[config.mk]
export PLATFORM = sky130hd
export DESIGN_NAME = wb_stage_regfile_flat
export DESIGN_NICKNAME = d
export VERILOG_FILES = /design/src/rtl/wb_stage_regfile_if.sv /design/src/rtl/wb_stage_regfile.sv /design/src/flat_wrapper.sv
export SDC_FILE = /design/constraint.sdc
export NUM_CORES = 1
export LEC_CHECK = 0
export CAP_MARGIN = 20
export CELL_PAD_IN_SITES_DETAIL_PLACEMENT = 0
export CELL_PAD_IN_SITES_GLOBAL_PLACEMENT = 1
export CORE_ASPECT_RATIO = 0.6
export CORE_UTILIZATION = 44
export DETAILED_ROUTE_END_ITERATION = 7
export GPL_TIMING_DRIVEN = 0
export PLACE_DENSITY = 0.86
export SLEW_MARGIN = 20
export SYNTH_ARGS = -nofsm -noshare
export SYNTH_HDL_FRONTEND = slang
export SYNTH_SLANG_ARGS = --single-unit
[constraint.sdc]
create_clock -name clk -period 4.18 [get_ports clk]
set_input_delay 1.254 -clock clk [delete_from_list [all_inputs] [get_ports clk]]
set_output_delay 1.254 -clock clk [all_outputs]
set_load 0.01 [all_outputs]
[src/rtl/wb_stage_regfile_if.sv]
// Bundle between the DM/WB pipeline register and decode on one side and the writeback stage on the other.
// The master side drives the WB-stage fields and the read addresses; the slave is wb_stage_regfile.
interface wb_stage_regfile_if #(
    parameter int DATA_W = 32
);
    logic [31:0]       inst_WB;
    logic [31:0]       pc_WB;
    logic              is_Ld_WB;
    logic [DATA_W-1:0] aluResult_WB;
    logic [DATA_W-1:0] DMResult_WB;
    logic [4:0]        rd_WB;
    logic              isWb_WB;
    logic              isCall_WB;
    logic              stall_WB;
    logic [4:0]        rs1_addr;
    logic [4:0]        rs2_addr;
    logic [DATA_W-1:0] rs1_data;
    logic [DATA_W-1:0] rs2_data;
    logic [DATA_W-1:0] wbData_WB;
    logic [4:0]        wbRd_WB;
    logic              wbValid_WB;
    logic [31:0]       retire_count;

    modport master (
        output inst_WB, pc_WB, is_Ld_WB, aluResult_WB, DMResult_WB, rd_WB,
               isWb_WB, isCall_WB, stall_WB, rs1_addr, rs2_addr,
        input  rs1_data, rs2_data, wbData_WB, wbRd_WB, wbValid_WB, retire_count
    );

    modport slave (
        input  inst_WB, pc_WB, is_Ld_WB, aluResult_WB, DMResult_WB, rd_WB,
               isWb_WB, isCall_WB, stall_WB, rs1_addr, rs2_addr,
        output rs1_data, rs2_data, wbData_WB, wbRd_WB, wbValid_WB, retire_count
    );
endinterface

[src/rtl/wb_stage_regfile.sv]
// SimpleRISC writeback stage: selects the writeback value, commits it to the register file, counts retirements.
// Optional macro WB_BYPASS_EN makes the read ports write-through for a commit happening this cycle.
module wb_stage_regfile #(
    parameter int NUM_REGS = 16,
    parameter int DATA_W   = 32,
    parameter int RA_IDX   = 15,
    parameter int PC_INC   = 4
) (
    input logic              clk,
    input logic              rst_n,
    wb_stage_regfile_if.slave wb
);
    localparam int           IDX_W      = (NUM_REGS > 1) ? $clog2(NUM_REGS) : 1;
    localparam logic [5:0]   NUM_REGS_L = 6'(NUM_REGS);

    logic [DATA_W-1:0] regs [NUM_REGS];
    logic [31:0]       retire_q;
    logic [DATA_W-1:0] wb_data;
    logic [4:0]        wb_rd;
    logic              wb_valid;
    logic              unused_inst;

    // The instruction word travels with the stage only for waveform debug.
    assign unused_inst = ^wb.inst_WB;

    // Call outranks load, load outranks ALU.
    always_comb begin
        wb_data = wb.aluResult_WB;
        wb_rd   = wb.rd_WB;
        if (wb.isCall_WB) begin
            wb_data = DATA_W'(wb.pc_WB + 32'(PC_INC));
            wb_rd   = 5'(RA_IDX);
        end else if (wb.is_Ld_WB) begin
            wb_data = wb.DMResult_WB;
        end
    end

    assign wb_valid = (wb.isWb_WB | wb.isCall_WB) & ~wb.stall_WB
                      & ({1'b0, wb_rd} < NUM_REGS_L);

    always_ff @(posedge clk or negedge rst_n) begin
        if (!rst_n) begin
            for (int i = 0; i < NUM_REGS; i++) begin
                regs[i] <= '0;
            end
            retire_q <= '0;
        end else if (wb_valid) begin
            regs[wb_rd[IDX_W-1:0]] <= wb_data;
            retire_q               <= retire_q + 32'd1;
        end
    end

    function automatic logic [DATA_W-1:0] read_array(input logic [4:0] addr);
        logic [DATA_W-1:0] val;
        val = '0;
        if ({1'b0, addr} < NUM_REGS_L) begin
            val = regs[addr[IDX_W-1:0]];
        end
        return val;
    endfunction

`ifdef WB_BYPASS_EN
    // Forward the value being committed so decode needs no hazard stall.
    assign wb.rs1_data = (wb_valid && (wb.rs1_addr == wb_rd)) ? wb_data : read_array(wb.rs1_addr);
    assign wb.rs2_data = (wb_valid && (wb.rs2_addr == wb_rd)) ? wb_data : read_array(wb.rs2_addr);
`else
    assign wb.rs1_data = read_array(wb.rs1_addr);
    assign wb.rs2_data = read_array(wb.rs2_addr);
`endif

    assign wb.wbData_WB    = wb_data;
    assign wb.wbRd_WB      = wb_rd;
    assign wb.wbValid_WB   = wb_valid;
    assign wb.retire_count = retire_q;
endmodule

[src/flat_wrapper.sv]
// flat-port wrapper written by rule: the top's interface ports become plain ports
module wb_stage_regfile_flat 
#(
    parameter int NUM_REGS = 16,
    parameter int DATA_W   = 32,
    parameter int RA_IDX   = 15,
    parameter int PC_INC   = 4
)
  (clk, rst_n, wb_inst_WB, wb_pc_WB, wb_is_Ld_WB, wb_aluResult_WB, wb_DMResult_WB, wb_rd_WB, wb_isWb_WB, wb_isCall_WB, wb_stall_WB, wb_rs1_addr, wb_rs2_addr, wb_rs1_data, wb_rs2_data, wb_wbData_WB, wb_wbRd_WB, wb_wbValid_WB, wb_retire_count);
  wb_stage_regfile_if #(.DATA_W(DATA_W)) wb_i ();
  input logic clk;
  input logic rst_n;
  input wire logic [$bits(wb_i.inst_WB)-1:0] wb_inst_WB;
  input wire logic [$bits(wb_i.pc_WB)-1:0] wb_pc_WB;
  input wire logic [$bits(wb_i.is_Ld_WB)-1:0] wb_is_Ld_WB;
  input wire logic [$bits(wb_i.aluResult_WB)-1:0] wb_aluResult_WB;
  input wire logic [$bits(wb_i.DMResult_WB)-1:0] wb_DMResult_WB;
  input wire logic [$bits(wb_i.rd_WB)-1:0] wb_rd_WB;
  input wire logic [$bits(wb_i.isWb_WB)-1:0] wb_isWb_WB;
  input wire logic [$bits(wb_i.isCall_WB)-1:0] wb_isCall_WB;
  input wire logic [$bits(wb_i.stall_WB)-1:0] wb_stall_WB;
  input wire logic [$bits(wb_i.rs1_addr)-1:0] wb_rs1_addr;
  input wire logic [$bits(wb_i.rs2_addr)-1:0] wb_rs2_addr;
  output wire logic [$bits(wb_i.rs1_data)-1:0] wb_rs1_data;
  output wire logic [$bits(wb_i.rs2_data)-1:0] wb_rs2_data;
  output wire logic [$bits(wb_i.wbData_WB)-1:0] wb_wbData_WB;
  output wire logic [$bits(wb_i.wbRd_WB)-1:0] wb_wbRd_WB;
  output wire logic [$bits(wb_i.wbValid_WB)-1:0] wb_wbValid_WB;
  output wire logic [$bits(wb_i.retire_count)-1:0] wb_retire_count;
  assign wb_i.inst_WB = wb_inst_WB;
  assign wb_i.pc_WB = wb_pc_WB;
  assign wb_i.is_Ld_WB = wb_is_Ld_WB;
  assign wb_i.aluResult_WB = wb_aluResult_WB;
  assign wb_i.DMResult_WB = wb_DMResult_WB;
  assign wb_i.rd_WB = wb_rd_WB;
  assign wb_i.isWb_WB = wb_isWb_WB;
  assign wb_i.isCall_WB = wb_isCall_WB;
  assign wb_i.stall_WB = wb_stall_WB;
  assign wb_i.rs1_addr = wb_rs1_addr;
  assign wb_i.rs2_addr = wb_rs2_addr;
  assign wb_rs1_data = wb_i.rs1_data;
  assign wb_rs2_data = wb_i.rs2_data;
  assign wb_wbData_WB = wb_i.wbData_WB;
  assign wb_wbRd_WB = wb_i.wbRd_WB;
  assign wb_wbValid_WB = wb_i.wbValid_WB;
  assign wb_retire_count = wb_i.retire_count;
  wb_stage_regfile #(.NUM_REGS(NUM_REGS), .DATA_W(DATA_W), .RA_IDX(RA_IDX), .PC_INC(PC_INC)) u_core (.clk(clk), .rst_n(rst_n), .wb(wb_i));
endmodule
==> flow_summary.yaml <==
worst_setup_path:
  r2r_cells: 6
  critical_path.startpoint_type: "input port"
  critPathSlowestCell: "or4_4"
  reg2reg_to: "u_core.wb.retire_count[28]$_DFFE_PN0P_"
  crit_start: "wb_pc_WB[14]"
  worst_r2r_startpoint: "u_core.wb.retire_count[0]$_DFFE_PN0P_"
  maximum_fanout_along_the_worst_path: 4
  timing.critical_path.to: "wb_wbData_WB[30]"
  timing.critical_path.slowest_cell_delay_ns: 0.63
  cp.arrival_ns: 3.05
  worst-setup-path-type: "input port to output pin"
  worstSetupEndpointType: "output pin"
  critical-path-top-cell-by-count: "buf_2"
  worstPathCellList: "buf_2 -> nand4_1 -> or4_4 -> buf_6 -> nor3_4 -> xnor2_2 -> a21oi_2 -> buf_2"
  ff2ff_setup_slack_ns: 1.72
  timing.critical_path.required_ns: 2.93
route:
  via_per_inst: 6.64
  wire_per_inst_um: 29.9
  initial_drc_count: 3776
  drt_pre_antenna_iters: 6
  wirelength_um: 117000
  antenna_violating_nets_post_route: 0
  vias: 26100
  drc: 0
synthesis:
  synth_area_leader_cell: "dfrtp_1"
  post-synth-top-area-fraction_pct: 47.6
  yosysUniqueCellTypes: 48
  ys.warnings.count: 0
  post_syn_area_mm2: 0.0286
  synth-seq-area-share_pct: 47.6
  post_synth_inst_count: 2580
  synth-edff-count: 0
  synthTopCellsByCount: "544 x dfrtp_1, 537 x nand2_1, 496 x o21ai_0"
  yosysMostFrequentCell: "dfrtp_1"
  post_synth_main_area_contributors: "dfrtp_1 48%, mux4_2 20%, o21ai_0 8.7%"
  ys_async_sr_fraction_pct: 100
  synth_ff_type: "dfrtp_1"
  synth.ff_latch_count: 544
  synth_fp_nets: 2731
  synthesis.area_per_instance_um2: 11.1
power:
  comb_power_share_pct: 21.3
  p_leak_nw: 16.5
  power.total_mw: 14.9
  power.density_cell_area_mw_per_mm2: 392
  internal-power_mw: 10.4
  switching_power_mw: 4.45
  netSwitchingFraction_pct: 29.9
  clkPwrFrac_pct: 35.3
  worst_ir_drop_vdd_mv: 0.350
  seqPwrFrac_pct: 43.4
timing:
  timing.final.hold_violations: 0
  finalMaxSlewViolations: 0
  fin_tns_setup_ns: -0.811
  max-slew-margin-rel_pct: 28.1
  setup_viol: 15
  hold_slack_ns: 0.475
  worstMarginPinSlew_ns: 1.08
  fin_skew_ns: 0.00881
  crit_path_setup_slack_layout_ns: -0.121
  final.min_clock_period_ns: 4.30
  unrepaired_setup_endpoints_after_global_routing: "yes"
  maxClockFrequency_ghz: 0.232
  period_share_pct: 103
place:
  finalWeightedCongestion: 0.952
  postPlaceCellArea_mm2: 0.0324
  dp_cells: 3688
  dp_worst_setup_slack_ns: -2.07
  placement.io_buffers: 244
  place_hpwl_um: 80800
cts:
  clock_sinks: 544
  cts_max_path_buffers: 3
  cts_inserted_buffers: 53
  cts_tree: "done"
  clock-root-buffer: "clkbuf_16"
  clk_transition_reported_paths_ns: 0.06
  h-tree-depth: 2
  clk_latency_worst_skew_pair_ns: 0.64
  ctsHoldBuffers: 0
run_status:
  violations: "negative setup slack"
  outcome: "finished with violations"
global_routing:
  met3_usage_pct: 18.7
  grt_peak_use_layer: "met2"
  grt_pass1_wl_um: 170000
  grt_antenna_before_repair: 4
  grtUsageTotal_pct: 35.2
  grt_pass1_vias: 25600
  grt_max_degree: 105
  groute.layer.met1.usage_pct: 45.7
  met2_grt_util_pct: 49.9
  grt_remaining_overflow: 0
floorplan:
  die_area_mm2: 0.0661
  start_util_pct: 44.5
  row_count: 72
  io_pins: 283
  floorplan_die_height_um: 200
  placeableCoreArea_mm2: 0.0643
  chipWidth_um: 331
worst_hold_path:
  hold_class: "flop to flop"
  holdPathStages: 1
final_layout:
  area.growth.synth_to_final_pct: 32.5
  post_route_cells_drive_above_1_share_pct: 27.9
  layout.cells.non_filler: 3931
  fin_util_pct: 59.0
  design.final.nets: 3190
  finish.instance_area_mm2: 0.0379
job:
  maxCapViolCount: 0
[per-layer routing]
layer / part of all wire (%) / vias to the layer above / wire length [um]
li1: - / 10300 / -
met1: 36 / 13100 / 42400
met2: 42 / 2327 / 48900
met3: 18 / 349 / 21700
met4: 3.8 / 6 / 4440
met5: 0.029 / - / 34
[power groups by stage]
stage | clock (mW) | sequential (mW) | combinational, mW
6_report | 5.25 | 6.46 | 3.16
5_1_grt | 5.45 | 6.51 | 3.35
4_1_cts | 5.24 | 6.41 | 3.01
3_5_place_dp | 0 | 6.51 | 2.63
3_3_place_gp | 0 | 6.44 | 2.53
2_1_floorplan | 0 | 6.31 | 1.57
[final cells by class]
class                      count  area, um2
tap                          851       1060
clock buffer                  74       1540
multi-input combinational   1782      15300
inverter                      18       70.1
sequential                   544      13600
clock inverter                20        308
timing repair buffer         420       4040
antenna                        2       5.00
fill                        5128      26400
buffer                       220       1960
[worst min path at each step]
stage	start	to	slack [ns]
3_3_place_gp	u_core.wb.retire_count[31]$_DFFE_PN0P_	u_core.wb.retire_count[31]$_DFFE_PN0P_	0.47
6_report	u_core.wb.retire_count[31]$_DFFE_PN0P_	u_core.wb.retire_count[31]$_DFFE_PN0P_	0.48
3_5_place_dp	u_core.wb.retire_count[31]$_DFFE_PN0P_	u_core.wb.retire_count[31]$_DFFE_PN0P_	0.47
5_1_grt	u_core.wb.retire_count[31]$_DFFE_PN0P_	u_core.wb.retire_count[31]$_DFFE_PN0P_	0.50
2_1_floorplan	u_core.regs[16]$_DFFE_PN0P_	u_core.regs[16]$_DFFE_PN0P_	0.46
4_1_cts	u_core.wb.retire_count[31]$_DFFE_PN0P_	u_core.wb.retire_count[31]$_DFFE_PN0P_	0.48
[sequential cells by signal, summed over array words and instances (netlist names)]
register / count
u_core.regs: 512
u_core.wb.retire_count: 32
[cell usage in the layout, fill, tap and decap left out, drive strengths merged, types with 4 or more instances in the layout]
| master | n |
|---|---|
| a211oi | 17 |
| a21oi | 22 |
| a221oi | 5 |
| and3 | 8 |
| and4 | 7 |
| buf | 258 |
| bufinv | 7 |
| clkbuf | 248 |
| clkdlybuf4s15 | 5 |
| clkdlybuf4s50 | 115 |
| clkinv | 11 |
| dfrtp | 544 |
| dlygate4sd2 | 78 |
| dlymetal6s2s | 9 |
| inv | 19 |
| mux2 | 7 |
| mux2i | 142 |
| mux4 | 256 |
| nand2 | 537 |
| nand2b | 4 |
| nand3 | 27 |
| nand4 | 17 |
| nor2 | 32 |
| nor2b | 22 |
| nor3 | 15 |
| nor4 | 6 |
| o21ai | 500 |
| o22ai | 64 |
| o31ai | 7 |
| or2 | 8 |
| xnor2 | 35 |
| xor2 | 17 |
[cell families (layout without fill, tap and decap cells)]
kind of cell               Yosys count  count (layout)  synth area share, %
AOI/OAI and AO/OA                  627             627                 11.7
xor gates and xnor gates            52              52                 1.59
other                                0               2                    0
and+or+nand+nor                    696             696                 10.2
DFF                                544             544                 47.6
adders and majority gates            2               2               0.0874
buffers and inverters              254             752                 3.47
muxes                              405             405                 25.4
[what timing repair did]
item | in CTS | in global routing
endpoints found under the hold margin | 0 | 0
buffers inserted | 117 | 45
gates resized for setup | 807 | 76
setup endpoints to repair | 100 | 49
pin swaps | 53 | 36
gates cloned | 2 | 3
[critical path, delay by kind of cell]
family                    cells  cell delay (ns)
AOI/OAI and AO/OA             1             0.21
and+or+nand+nor               3             1.02
buffers and inverters         3             0.45
xor gates and xnor gates      1             0.11
(Power assumes the default switching activity.)
